`src/rtl/pulse_bank.sv`:
```
// pulse_bank: bank of independent programmable pulse/toggle/oneshot
// generators sharing one enable, one sync strobe and one config port.
// Ports: clk, rst (sync, active-high), ena, sync, cfg_wr, cfg_ch,
//   cfg_ticks, cfg_mode -> out[CHANNELS], active[CHANNELS].
module pulse_bank #(
  parameter int N        = 8,
  parameter int CHANNELS = 4,
  localparam int W       = (CHANNELS > 1) ? $clog2(CHANNELS) : 1
) (
  input  logic                clk,
  input  logic                rst,
  input  logic                ena,
  input  logic                sync,
  input  logic                cfg_wr,
  input  logic [W-1:0]        cfg_ch,
  input  logic [N-1:0]        cfg_ticks,
  input  logic [1:0]          cfg_mode,
  output logic [CHANNELS-1:0] out,
  output logic [CHANNELS-1:0] active
);

  typedef enum logic [1:0] {
    M_OFF     = 2'b00,
    M_PULSE   = 2'b01,
    M_TOGGLE  = 2'b10,
    M_ONESHOT = 2'b11
  } mode_t;

  logic [N-1:0] ticks   [CHANNELS];
  mode_t        mode    [CHANNELS];
  logic [N-1:0] cnt     [CHANNELS];
  logic         armed   [CHANNELS];

  logic [N-1:0] ticks_n [CHANNELS];
  mode_t        mode_n  [CHANNELS];
  logic [N-1:0] cnt_n   [CHANNELS];
  logic         armed_n [CHANNELS];
  logic [CHANNELS-1:0] out_n;
  logic [CHANNELS-1:0] active_n;

  logic [31:0] ch_idx;
  assign ch_idx = 32'(cfg_ch);

  always_comb begin
    for (int i = 0; i < CHANNELS; i++) begin
      logic run;
      logic ev;
      ticks_n[i] = ticks[i];
      mode_n[i]  = mode[i];
      cnt_n[i]   = cnt[i];
      armed_n[i] = armed[i];
      out_n[i]   = 1'b0;
      run        = 1'b0;
      ev         = 1'b0;
      if (cfg_wr && ch_idx == 32'(i)) begin
        ticks_n[i] = cfg_ticks;
        mode_n[i]  = mode_t'(cfg_mode);
        cnt_n[i]   = '0;
        armed_n[i] = 1'b1;
      end else if (sync) begin
        cnt_n[i]   = '0;
        armed_n[i] = 1'b1;
      end else if (mode[i] == M_OFF) begin
        cnt_n[i]   = '0;
      end else begin
        run = ena && armed[i];
        // >= rather than == so a stale cnt above ticks recovers at once
        ev  = run && (cnt[i] >= ticks[i]);
        if (run)
          cnt_n[i] = ev ? '0 : cnt[i] + 1'b1;
        unique case (mode[i])
          M_PULSE:   out_n[i] = ev;
          M_TOGGLE:  out_n[i] = ev ? ~out[i] : out[i];
          M_ONESHOT: begin
            out_n[i] = ev;
            if (ev)
              armed_n[i] = 1'b0;
          end
          default:   out_n[i] = 1'b0;
        endcase
      end
      active_n[i] = (mode_n[i] != M_OFF) && armed_n[i];
    end
  end

  always_ff @(posedge clk) begin
    if (rst) begin
      for (int i = 0; i < CHANNELS; i++) begin
        ticks[i] <= '0;
        mode[i]  <= M_OFF;
        cnt[i]   <= '0;
        armed[i] <= 1'b0;
      end
      out    <= '0;
      active <= '0;
    end else begin
      for (int i = 0; i < CHANNELS; i++) begin
        ticks[i] <= ticks_n[i];
        mode[i]  <= mode_n[i];
        cnt[i]   <= cnt_n[i];
        armed[i] <= armed_n[i];
      end
      out    <= out_n;
      active <= active_n;
    end
  end

endmodule

```
`config.mk`:
```
export PLATFORM = sky130hd
export DESIGN_NAME = pulse_bank
export DESIGN_NICKNAME = d
export VERILOG_FILES = /design/src/rtl/pulse_bank.sv
export SDC_FILE = /design/constraint.sdc
export NUM_CORES = 1
export LEC_CHECK = 0
export BUFFER_PORTS_ARGS = -buffer_cell sky130_fd_sc_hd__buf_2
export CAP_MARGIN = 20
export CORE_ASPECT_RATIO = 2
export CORE_MARGIN = 8
export CORE_UTILIZATION = 65
export CTS_CLUSTER_DIAMETER = 50
export DETAILED_ROUTE_END_ITERATION = 10
export PLACE_DENSITY = 0.84
export RECOVER_POWER = 50
export SLEW_MARGIN = 20
export SYNTH_ARGS = -nofsm -noshare
export SYNTH_HDL_FRONTEND = slang
export SYNTH_SLANG_ARGS = --single-unit
```
`constraint.sdc`:
```
create_clock -name clk -period 3.6 [get_ports clk]
set_input_delay 0.72 -clock clk [delete_from_list [all_inputs] [get_ports clk]]
set_output_delay 0.72 -clock clk [all_outputs]
set_load 0.005 [all_outputs]
```
==> results.md <==
* Outcome: complete, no violations
* Row count at 41
* Post-CTS setup buffers at 0
* Routed wire length at between 9000 and 10000 um
* Global routing usage on met3 at 4.49%
* Yosys warns at 0
* Comb power frac at under 10%
* Vias in the first global route at roughly 3500
* Pins over their slew limit at 0
* Startpoint types: primary input
* Cells along the critical path: clkbuf_1, nor3b_1, nor3_1, a211oi_2, o311a_1
* # port buffers at 24
* Grt ovf at 0
* Via count at between 3000 and 4000
* HPWL Detailed at about 7000 um
* Syn Std Cell Area at between 4000 and 5000 um^2
* Worst EP arrival at roughly 2600 ps
* P_sw at roughly 0.00044 W
* H-Tree Depth at 3
* RSZ-0062 raised after global routing: false
* F_max at approximately 0.43 GHz
* Clock power share at a little under half
* First-pass GRT wire length at around 15000 um
* Met2 GRT Util at a little under two fifths
* Largest net degree at the start of global routing at 46
* Core Util, Final at approximately 74%
* Crit Path Category: in -> reg
* Sw frac at 21.9%
* Clk slew on worst S/H paths at 60 ps
* Slowest Stage Delay on Critical Path at between 1000 and 1500 ps
* Later-pin clock latency in the skew report at 330 ps
* Worst path slowest cell: nor3b_1
* Post-synth top cells: 119 x nand2_1, 84 x dfxtp_1, 58 x a21oi_1
* Area share of the largest cell type after synthesis at 40.2%
* Routability cong. at approximately 0.87
* Crit path time final at between 2000 and 2500 ps
* Tightest Pin Transition at 1390 ps
* DRT iter0 DRCs at between 200 and 250
* Syn-to-layout area delta at 9.99%
* Syn nets at 564
* Int Power at 0.00156 W
* Busiest grt layer: met2
* Core Box Area at approximately 6300 um^2
* Clk_skew at around 3.8 ps
* DR DRC count at 0
* Die X at roughly 73 um
* Layout cells sized above 1 at approximately 9.0%
* Initial antenna violation count at 0
* Cell taking the most area after synthesis: dfxtp_1
* # setup viols final at 0
* Hold/Removal Path Class: reg -> reg
* Hold Fails Final Rpt at 0
* Leak Pwr at 1.66 nW
* Starting Density at 66.8%
* # diodes at 0
* Synth cell types at 45
* Die Area at 9410 um^2
* Final Power at roughly 0.0020 W
* Post-DRT Antenna Nets at 0
* CTS tree: built
* Post-Place Setup Slack at between 1000 and 1500 ps
* Synth area leaders: dfxtp_1 40%, ha_1 11%, nand2_1 11%, a21oi_1 6.9%, xor2_1 3.1%
* Clock tree buffer depth at 2
* Drt pass-1 iters at 4
* # hold bufs at CTS at 0
* TritonCTS Sinks at 84
* Mapped Cells at between 500 and 600
* Routed len/inst at 14.9 um
* Max Cap Viol at 0
* GRT Total Usage at 20.8%
* Reg power frac at about half
* Final period util at ~65%
* EDFF count, synth at 0
* Dpl cell area at 4330 um^2
* CTS Buf Count at 9
* Root Buffer: clkbuf_16
* Crit Path Max Fanout at 14
* Max transition margin at under 10%
* Data required, critical path at about 3900 ps
* Most common cell in the netlist: nand2_1
* Setup_tns at 0 ps
* Share of synthesized registers carrying an async set or reset at 0%
* Pwr Density at around 430 nW/um^2
* IO Pins at 25
* Seq cells post-synth at between 80 and 90
* Number of vias per cell at between 5 and 6
* Max VDD drop at roughly 0.00038 V
* Setup crit end kind: register
* Synth Area per Inst at 8.19 um^2
* M1 GR Usage at 20.9%
* Post-synthesis sequential area ratio at 40.2%
* Net count, final at between 500 and 600
* Die Ht at 129 um
* Post-route worst setup slack at between 1000 and 1500 ps
* Ys flop type: dfxtp_1
* PostCTS Resize Cnt at 0
* Final Cell Area at 4600 um^2
[kinds of logic (layout without fill, tap and decap cells)]
| group | Yosys count | count (layout) | synth area share (%) |
|---|---|---|---|
| xor+xnor | 24 | 24 | 5.03 |
| compound gates | 98 | 98 | 14.5 |
| fa+ha+maj | 36 | 36 | 10.8 |
| flops | 84 | 84 | 40.2 |
| simple gates | 218 | 218 | 24.4 |
| buf+inv | 51 | 71 | 5.09 |
[critical path: cells and delay by family]
family,cells,cell delay [ps]
buffers and inverters,1,140
AND/OR/NAND/NOR,2,1270
AO/OA/AOI/OAI,2,460
[path summary, 6_finish.rpt]
kind / startpoint / to / slack, ps / depth (start not counted)
max: cfg_ch[0] / active[0] / 1270 / 5
min: ticks[2][5] / ticks[2][5] / 460 / 2
max reg2reg: cnt[2][0] / cnt[2][1] / 1600 / 7
min reg2reg: ticks[2][5] / ticks[2][5] / 460 / 2
[cell usage in the layout, fill, tap and decap left out, types with 4 or more instances in the layout]
cell type and count:
dfxtp_1 84, nor3b_1 5, inv_1 32, o21ai_0 19, nand3_1 12, or3_1 4, nor3_1 12, buf_2 15
a21oi_1 58, ha_1 36, nand4b_1 4, clkbuf_16 9, nor2b_1 4, clkbuf_1 10, nor2_1 34, xor2_1 15
o2111ai_2 4, nand2_1 119, xnor2_1 9
[power by group through the flow]
| stage | registers, W | logic, W | clock network, W |
|---|---|---|---|
| after CTS | 0.000965 | 0.000133 | 0.000919 |
| after floorplan | 0.000982 | 0.0000931 | 0 |
| final | 0.000966 | 0.000133 | 0.000902 |
| after global routing | 0.000968 | 0.000147 | 0.000961 |
| after global placement | 0.000985 | 0.000127 | 0 |
| after detailed placement | 0.000986 | 0.000132 | 0 |
[flip-flops by register name, indices dropped and copies added, names as in the netlist]
| name | flops |
|---|---|
| active | 4 |
| armed | 4 |
| cnt | 32 |
| mode | 8 |
| out | 4 |
| ticks | 32 |
[per-layer routing]
| layer | share of wire, % | vias up |
|---|---|---|
| met5 | 0 | - |
| met4 | 3.6 | 0 |
| met3 | 3.4 | 22 |
| met2 | 54 | 73 |
| met1 | 39 | 1638 |
| li1 | - | 1767 |
[final cells by class]
type / instances / area (um^2)
Clock buffer: 12 / 256
Clock inverter: 2 / 35.0
Fill cell: 526 / 1660
Inverter: 32 / 120
Multi-Input combinational cell: 376 / 2280
Sequential cell: 84 / 1680
Tap cell: 86 / 108
Timing Repair Buffer: 25 / 116
[through the flow]
step                      hold slack, ps  std cells
after floorplan                      436        511
after global placement               444        603
after detailed placement             447        603
after CTS                            456        617
after global routing                 473        617
final                                456        617
No activity file was read; power rests on OpenSTA's default activity.
